### src/rtl/wt_cache_pkg.sv
// wt_cache_pkg: shared types and constants for the write-through cache memory arbiter.
package wt_cache_pkg;
  localparam int unsigned ArbSrcTidMaxWidth = 8;
  localparam logic ARB_SRC_ICACHE = 1'b0;
  localparam logic ARB_SRC_DCACHE = 1'b1;
  typedef enum logic {IDLE, WAIT_GNT} arb_state_e;
  typedef struct packed {
    logic                         valid;
    logic                         src;
    logic [ArbSrcTidMaxWidth-1:0] src_tid;
  } tid_entry_t;
endpackage

### src/rtl/wt_tid_table.sv
// wt_tid_table: TID table with lowest-free allocation, indexed lookup and free, full/empty flags.
module wt_tid_table
  import wt_cache_pkg::*;
#(
  parameter int unsigned TidWidth = 3,
  localparam int unsigned NumTid = 2 ** TidWidth
) (
  input  logic                clk_i,
  input  logic                rst_i,
  input  logic                alloc_i,
  input  tid_entry_t          alloc_entry_i,
  output logic [TidWidth-1:0] alloc_tid_o,
  output logic                full_o,
  output logic                empty_o,
  input  logic [TidWidth-1:0] lookup_tid_i,
  output tid_entry_t          lookup_o,
  input  logic                free_i
);
  tid_entry_t [NumTid-1:0] tbl_q, tbl_d;
  logic [NumTid-1:0] vld;
  assign lookup_o = tbl_q[lookup_tid_i];
  // Allocation sees only the pre-edge valid vector, so an entry freed this cycle is not reused until the next.
  always_comb begin
    vld = '0;
    alloc_tid_o = '0;
    for (int i = NumTid - 1; i >= 0; i--) begin
      vld[i] = tbl_q[i].valid;
      if (!tbl_q[i].valid) alloc_tid_o = TidWidth'(i);
    end
    full_o = &vld;
    empty_o = ~|vld;
    tbl_d = tbl_q;
    if (free_i && lookup_o.valid) tbl_d[lookup_tid_i].valid = 1'b0;
    if (alloc_i && !full_o) begin
      tbl_d[alloc_tid_o] = alloc_entry_i;
      tbl_d[alloc_tid_o].valid = 1'b1;
    end
  end
  always_ff @(posedge clk_i) begin
    if (rst_i) tbl_q <= '0;
    else tbl_q <= tbl_d;
  end
endmodule

### src/rtl/wt_mem_arbiter.sv
// wt_mem_arbiter: shares one memory request port between I$ and D$ with TID allocation and return routing.
// Define WT_MEM_ARB_DCACHE_PRIO_EN for fixed D$ priority instead of round-robin.
module wt_mem_arbiter
  import wt_cache_pkg::*;
#(
  parameter int unsigned DataWidth   = 128,
  parameter int unsigned SrcTidWidth = 2,
  parameter int unsigned TidWidth    = 3
) (
  input  logic                   clk_i,
  input  logic                   rst_i,
  input  logic                   icache_req_i,
  input  logic [SrcTidWidth-1:0] icache_tid_i,
  input  logic [DataWidth-1:0]   icache_data_i,
  output logic                   icache_ack_o,
  input  logic                   dcache_req_i,
  input  logic [SrcTidWidth-1:0] dcache_tid_i,
  input  logic [DataWidth-1:0]   dcache_data_i,
  output logic                   dcache_ack_o,
  output logic                   mem_req_o,
  input  logic                   mem_gnt_i,
  output logic [TidWidth-1:0]    mem_tid_o,
  output logic [DataWidth-1:0]   mem_data_o,
  input  logic                   mem_rtrn_vld_i,
  input  logic [TidWidth-1:0]    mem_rtrn_tid_i,
  output logic                   icache_rtrn_vld_o,
  output logic                   dcache_rtrn_vld_o,
  output logic [SrcTidWidth-1:0] rtrn_tid_o,
  output logic                   busy_o,
  output logic                   err_o
);
  arb_state_e state_q, state_d;
  logic rr_q, rr_d;
  logic err_q, err_d;
  logic [TidWidth-1:0] mem_tid_q, mem_tid_d;
  logic [DataWidth-1:0] mem_data_q, mem_data_d;
  logic full, empty, pick, win, hit;
  logic [TidWidth-1:0] alloc_tid;
  tid_entry_t alloc_entry, rtrn_entry;
`ifdef WT_MEM_ARB_DCACHE_PRIO_EN
  assign win = dcache_req_i ? ARB_SRC_DCACHE : ARB_SRC_ICACHE;
`else
  assign win = (icache_req_i && dcache_req_i) ? rr_q : (dcache_req_i ? ARB_SRC_DCACHE : ARB_SRC_ICACHE);
`endif
  assign pick = (state_q == IDLE) && (icache_req_i || dcache_req_i) && !full;
  assign hit = mem_rtrn_vld_i && rtrn_entry.valid;
  assign alloc_entry = '{valid: 1'b1, src: win,
                         src_tid: win ? ArbSrcTidMaxWidth'(dcache_tid_i) : ArbSrcTidMaxWidth'(icache_tid_i)};
  always_comb begin
    state_d = state_q;
    rr_d = rr_q;
    mem_tid_d = mem_tid_q;
    mem_data_d = mem_data_q;
    err_d = err_q | (mem_rtrn_vld_i & ~rtrn_entry.valid);
    if (pick) begin
      state_d = WAIT_GNT;
      rr_d = ~win;
      mem_tid_d = alloc_tid;
      mem_data_d = win ? dcache_data_i : icache_data_i;
    end else if (state_q == WAIT_GNT && mem_gnt_i) state_d = IDLE;
  end
  always_ff @(posedge clk_i) begin
    if (rst_i) begin
      state_q <= IDLE;
      rr_q <= ARB_SRC_ICACHE;
      err_q <= 1'b0;
      mem_tid_q <= '0;
      mem_data_q <= '0;
    end else begin
      state_q <= state_d;
      rr_q <= rr_d;
      err_q <= err_d;
      mem_tid_q <= mem_tid_d;
      mem_data_q <= mem_data_d;
    end
  end
  wt_tid_table #(.TidWidth(TidWidth)) u_tid_table (
    .clk_i        (clk_i),
    .rst_i        (rst_i),
    .alloc_i      (pick),
    .alloc_entry_i(alloc_entry),
    .alloc_tid_o  (alloc_tid),
    .full_o       (full),
    .empty_o      (empty),
    .lookup_tid_i (mem_rtrn_tid_i),
    .lookup_o     (rtrn_entry),
    .free_i       (mem_rtrn_vld_i)
  );
  assign icache_ack_o = pick && (win == ARB_SRC_ICACHE);
  assign dcache_ack_o = pick && (win == ARB_SRC_DCACHE);
  assign mem_req_o = state_q == WAIT_GNT;
  assign mem_tid_o = mem_tid_q;
  assign mem_data_o = mem_data_q;
  assign icache_rtrn_vld_o = hit && (rtrn_entry.src == ARB_SRC_ICACHE);
  assign dcache_rtrn_vld_o = hit && (rtrn_entry.src == ARB_SRC_DCACHE);
  assign rtrn_tid_o = hit ? SrcTidWidth'(rtrn_entry.src_tid) : '0;
  assign busy_o = mem_req_o || !empty;
  assign err_o = err_q;
`ifndef SYNTHESIS
  // Requesters must hold req until acked.
  a_icache_req_hold: assert property (@(posedge clk_i) disable iff (rst_i)
    icache_req_i && !icache_ack_o |=> icache_req_i);
  a_dcache_req_hold: assert property (@(posedge clk_i) disable iff (rst_i)
    dcache_req_i && !dcache_ack_o |=> dcache_req_i);
`endif
endmodule

### config.mk
export PLATFORM = sky130hd
export DESIGN_NAME = wt_mem_arbiter
export DESIGN_NICKNAME = d
export VERILOG_FILES = /design/src/rtl/wt_cache_pkg.sv /design/src/rtl/wt_tid_table.sv /design/src/rtl/wt_mem_arbiter.sv
export SDC_FILE = /design/constraint.sdc
export NUM_CORES = 1
export LEC_CHECK = 0
export CORE_AREA = 5 5 155 157
export CTS_CLUSTER_DIAMETER = 50
export DETAILED_ROUTE_END_ITERATION = 10
export DIE_AREA = 0 0 160 162
export PLACE_DENSITY = 0.69
export SLEW_MARGIN = 40
export SYNTH_ARGS = -nofsm -noshare
export SYNTH_HDL_FRONTEND = slang
export SYNTH_SLANG_ARGS = --single-unit
export TNS_END_PERCENT = 5
### constraint.sdc
create_clock -name clk_i -period 4.96 [get_ports clk_i]
set_input_delay 0.992 -clock clk_i [delete_from_list [all_inputs] [get_ports clk_i]]
set_output_delay 0.992 -clock clk_i [all_outputs]
set_load 0.02 [all_outputs]
Word level (Yosys, flattened, before mapping)
Cells that the tools add are included.
Word-level totals
  register bits: 214
  input port bits: 269
  output and inout bits: 140
  word-level logic and storage cells: 85
Operators by class
  $lt $le $gt $ge: 4
  mux-type cells: 28
  bitwise operators: 6
  reduce and logical (&&, ||, !) cells: 18
Operators by type and width (number)
  80-bit bitwise mux: 3
  80-bit 2-to-1 mux: 2
  128-bit 2-to-1 mux: 1
  10-bit demux with 3-bit select: 3
  10-bit 2-to-1 mux: 4
  10-bit binary-select mux with 3-bit select: 1
  3-bit 2-to-1 mux: 8
  1-bit logical AND: 12
  3-bit by 4-bit < comparator with 1-bit output, second input constant: 2
  8-bit AND reduction: 1
  8-bit OR reduction: 1
  3-bit by 1-bit >= comparator with 1-bit output, second input constant: 2
  1-bit 2-to-1 mux: 4
  2-bit 2-to-1 mux: 2
  1-bit inverter: 4
  1-bit logical OR: 2
  2-bit nonzero test: 1
  1-bit AND: 1
  1-bit zero test: 1
  1-bit bitwise OR: 1

Depth between registers and ports, before layout
  depth after elaboration: 15
  gate-level depth with buffers: 9
  depth with buffers taken out: 5

Modules after synthesis
Synthesis repeated with hierarchy kept, for this count alone.
Unflattened totals
  cell total of the unflattened synthesis: 1209
  area total of the unflattened synthesis: 10072.2 sq um
Modules (own cells, without submodules)
  wt_mem_arbiter: times used 1, cells an instance 800, area an instance 6353.6 sq um, seq. area each 2682.6 sq um
  wt_tid_table: times used 1, cells an instance 409, area an instance 3718.6 sq um, seq. area each 1601.5 sq um

Worst setup path after synthesis
Ideal clock, no wire load.
  kind: input-to-output
  start point: input port mem_rtrn_tid_i[0]
  end point: output port rtrn_tid_o[1]
  arrival: 2.333 ns
  data required time: 3.968 ns
  path slack: 1.635 ns
  stages on the path: 6
  buffers on the path: 2
  cell sequence: clkbuf_1 buf_1 nor3b_1 nor3_1 a21oi_1 nor3_1
Between the ends
  cells in the longest elaborated chain, start to end: 4
Ends and longest elaborated chain
  from (decl): RTL line wt_mem_arbiter.sv:25  | input logic [TidWidth-1:0] mem_rtrn_tid_i,
  10-bit binary-select mux with 3-bit select (*): RTL line wt_tid_table.sv:21  | assign lookup_o = tbl_q[lookup_tid_i];
  10-bit 2-to-1 mux (not written as such) (*): RTL line wt_tid_table.sv:21
  1-bit logical AND: RTL line wt_mem_arbiter.sv:46  | assign hit = mem_rtrn_vld_i && rtrn_entry.valid;
  2-bit 2-to-1 mux (*): RTL line wt_mem_arbiter.sv:96  | assign rtrn_tid_o = hit ? SrcTidWidth'(rtrn_entry.src_tid) : '0;
  to (decl): RTL line wt_mem_arbiter.sv:28  | output logic [SrcTidWidth-1:0] rtrn_tid_o,
Every way passes the cells marked *; elsewhere a longest branch is shown, timed or not. The select of a mux whose other input is x is not followed.

Worst setup path after layout
Ends and elaborated chain as after synthesis.

==> results.yml <==
run_status:
  status: "finished clean"
sta:
  hold_violations: 0
  finalSetupTns_ns: 0
  clock-skew-final_ns: 0.009937
  max_transition_viols_final: 0
  finalCritPeriodShare_pct: 90.07
  finalSetupViolations: 0
  tightest_slew_ns: 0.8174
  rsz0062_at_grt: "false"
  fmax_ghz: 0.2238
  timing.max_slew.rel_slack_pct: 45.51
  finalWorstPathRequiredPeriod_ns: 4.467
synthesis:
  dominant_combinational_cell_family_by_area_after_synthesis: "compound AO/OA/AOI/OAI gates"
  synth-adder-area-share_pct: 0
  synth_top_cells_by_area: "dfxtp_1 (47%), a221o_1 (18%), and2_1 (12%)"
  yosys_synthesis_warning_count: 0
  dominantRegCellSynth: "dfxtp_1"
  synth_enable_flop_cells: 0
  synthXorXnorAreaFrac_pct: 0
  post_synthesis_mux_area_share_pct: 2.465
  synthSimpleGateAreaFrac_pct: 18.50
  cell_with_the_most_instances_after_synthesis: "dfxtp_1"
  netlist.area_leader.share_pct: 47.44
  ys_top_cells_by_count: "dfxtp_1 (166), and2_1 (129), a221o_1 (128)"
  postSynthNetCount: 929
  yosysUniqueCellTypes: 48
  synthesized_flop_and_latch_total: 166
  yosysSeqAreaShare_pct: 47.44
  async_reset_ff_share_pct: 0
  synthCells: 660
  synth_area_um2: 7005
  synth_area_per_cell_um2: 10.61
  synth-compound-area-share_pct: 24.90
  netlist.top_cell.by_area: "dfxtp_1"
clock_tree:
  clock-root-buffer: "clkbuf_16"
  clk_transition_reported_paths_ns: 0.07
  numClockSinks: 166
  ctsResizeCount: 0
  cts_hold_repair.buffers: 0
  clock_tree.buffer_depth: 2
  cts_htree_levels: 4
  worst_skew_pair.late_latency_ns: 0.42
  tritoncts: "yes"
  cts_made_buffers: 17
  post_cts.repair.setup_buffers: 0
floorplan:
  fp.dieArea_um2: 25920
  dieHeight_um: 162
  area_inside_the_core_boundary_um2: 22370
  effective_utilization_at_floorplan_pct: 31.32
  placementRows: 55
  die_x_um: 160
  top_level_ports: 409
route:
  via_count: 6742
  drt-wirelength-per-cell_um: 22.17
  drt_pass1_iterations: 5
  starting_drc_count_in_detailed_routing: 469
  drc: 0
  ant_nets: 0
  postRouteWirelength_um: 29620
  viasPerCell: 5.046
setup_path:
  worstSetupStartpointType: "input pin"
  worst_setup_path_end_kind: "primary output"
  timing.critical_path.cells: "clkdlybuf4s50_1 -> nand2b_1 -> o22ai_1 -> nor3_1 -> nand2_1 -> nor3_1 -> clkdlybuf4s50_1"
  timing_worst_setup_path_type: "in2out"
  wp_buf_inv: 2
  critical_path.max_stage_delay_ns: 0.84
  cpMaxStageDelayCell: "clkdlybuf4s50_1"
  crit_arrival_ns: 3.48
  critical-path-top-delay-family: "buffers and inverters"
  worst_path_required_time_ns: 3.97
  critPathMaxFanout: 18
placed_design:
  placed_cell_area_um2: 11080
  post-dp-hpwl_um: 21900
  buffer_ports.inserted: 408
  place.gp.congestion: 0.8638
pwr:
  cellPowerDensity_nw_per_um2: 317.7
  clock_power_share_pct: 35.5
  power.sequential.fraction_pct: 40.7
  power.leakage_uw: 0.004442
  combinationalPowerShare_pct: 23.8
  power.internal_uw: 2637
  vdd_drop_max_uv: 233.1
  switching_share_pct: 28.77
  power.switching_uw: 1065
cells_and_area:
  drive_above_1_share_pct: 6.089
  antenna-diode-count: 0
  final.fill_count: 2037
  area_delta_synth_final_pct: 66.35
  final_area_um2: 11650
  nNetsFinal: 1308
global_routing:
  grt_overflow: 0
  grt_max_degree: 129
  antenna_found_initial: 3
  grt_util_all_layers_pct: 21.76
  first_global_vias: 6623
  grt_pass1_wl_um: 43690
flow_run:
  max_capacitance_violation_total: 0
worst_hold_path:
  min_path_type: "reg2reg"
[power by group through the flow]
stage / Sequential (µW) / Clock (µW) / Combinational, µW
final: 1510 / 1320 / 881
after CTS: 1500 / 1350 / 888
after global routing: 1520 / 1400 / 926
after floorplan: 1660 / 0 / 254
after detailed placement: 1530 / 0 / 879
after global placement: 1530 / 0 / 877
[metal layers]
| layer | share of wire, % | vias up | GRT usage [%] | wire (µm) |
|---|---|---|---|---|
| met3 | 7.6 | 32 | 7.105 | 2252 |
| met5 | 0.18 | - | 0 | 54 |
| li1 | - | 3249 | - | - |
| met4 | 1.5 | 6 | 5.749 | 449 |
| met2 | 51 | 252 | 38.17 | 15140 |
| met1 | 40 | 3203 | 25.70 | 11730 |
[through the flow]
step                      total power [µW]  util (%)  hold WS, ns  setup slack (ns)  instances
after floorplan                       1909         -       0.4493             1.635        660
after global placement                2408     49.53       0.4434            0.5870       1305
after detailed placement              2413     49.55       0.4528            0.5237       1305
after CTS                             3738     52.10       0.4651            0.4972       1336
after global routing                  3840     52.11       0.4952            0.3007       1336
final                                 3703     52.11       0.4573            0.4925       1336
[worst reg2reg max path, stage by stage (launching register included)]
cell and delay [ns]:
dfxtp_1 0.64, nand4_2 0.22, o21ba_1 0.38, nor2_4 0.14, clkbuf_8 0.53, and2_1 0.38
a221o_1 0.13
[final timing paths]
| path | startpoint | cells past startpoint | end | slack (ns) |
|---|---|---|---|---|
| max reg2reg | u_tid_table.tbl_q[9] | 6 | mem_data_o[15] | 2.49 |
| min | mem_tid_o[1] | 2 | mem_tid_o[1] | 0.46 |
| max | mem_rtrn_tid_i[0] | 7 | rtrn_tid_o[1] | 0.49 |
| min reg2reg | mem_tid_o[1] | 2 | mem_tid_o[1] | 0.46 |
[flip-flops by register name (all words and copies together), names as in the netlist]
register	count
mem_data_o	128
u_tid_table.tbl_q	32
mem_tid_o	3
err_o	1
mem_req_o	1
rr_q	1
[cell families after synthesis]
kind of cell / after synthesis
mux: 16
flops: 166
buf+inv: 64
compound gates: 194
simple gates: 220
[placed cells by master, fill, tap and decap left out, types with 4 or more instances in the layout]
cell             synthesis  layout
clkbuf_16                0      17
nand2_1                 11      11
buf_4                    1       6
nor3b_1                  5       5
a31o_2                   6       6
o21a_1                   4       4
nor2b_1                 14      14
nor3_1                  14      13
and2_1                 129     129
clkinv_4                 0       4
nand2b_1                 7       7
a221o_1                128     128
mux2i_1                  6       6
clkdlybuf4s50_1          0     408
nand3_1                  7       7
inv_1                    8       8
a211oi_1                 5       5
dfxtp_1                166     166
o21ai_0                  7       7
a21oi_1                 19      19
mux2_2                  10      10
nor2_1                  19      19
[layout make-up]
cell class                      count  area [µm²]  share of cell area [%]
Clock inverter                     13       140.1                   1.202
Sequential cell                   166        3323                   28.52
Tap cell                          285       356.6                   3.060
Timing Repair Buffer              415        4143                   35.55
Clock buffer                       18       429.2                   3.683
Multi-Input combinational cell    430        3228                   27.70
Inverter                            9       33.78                  0.2899
No activity file was read; power rests on OpenSTA's default activity.
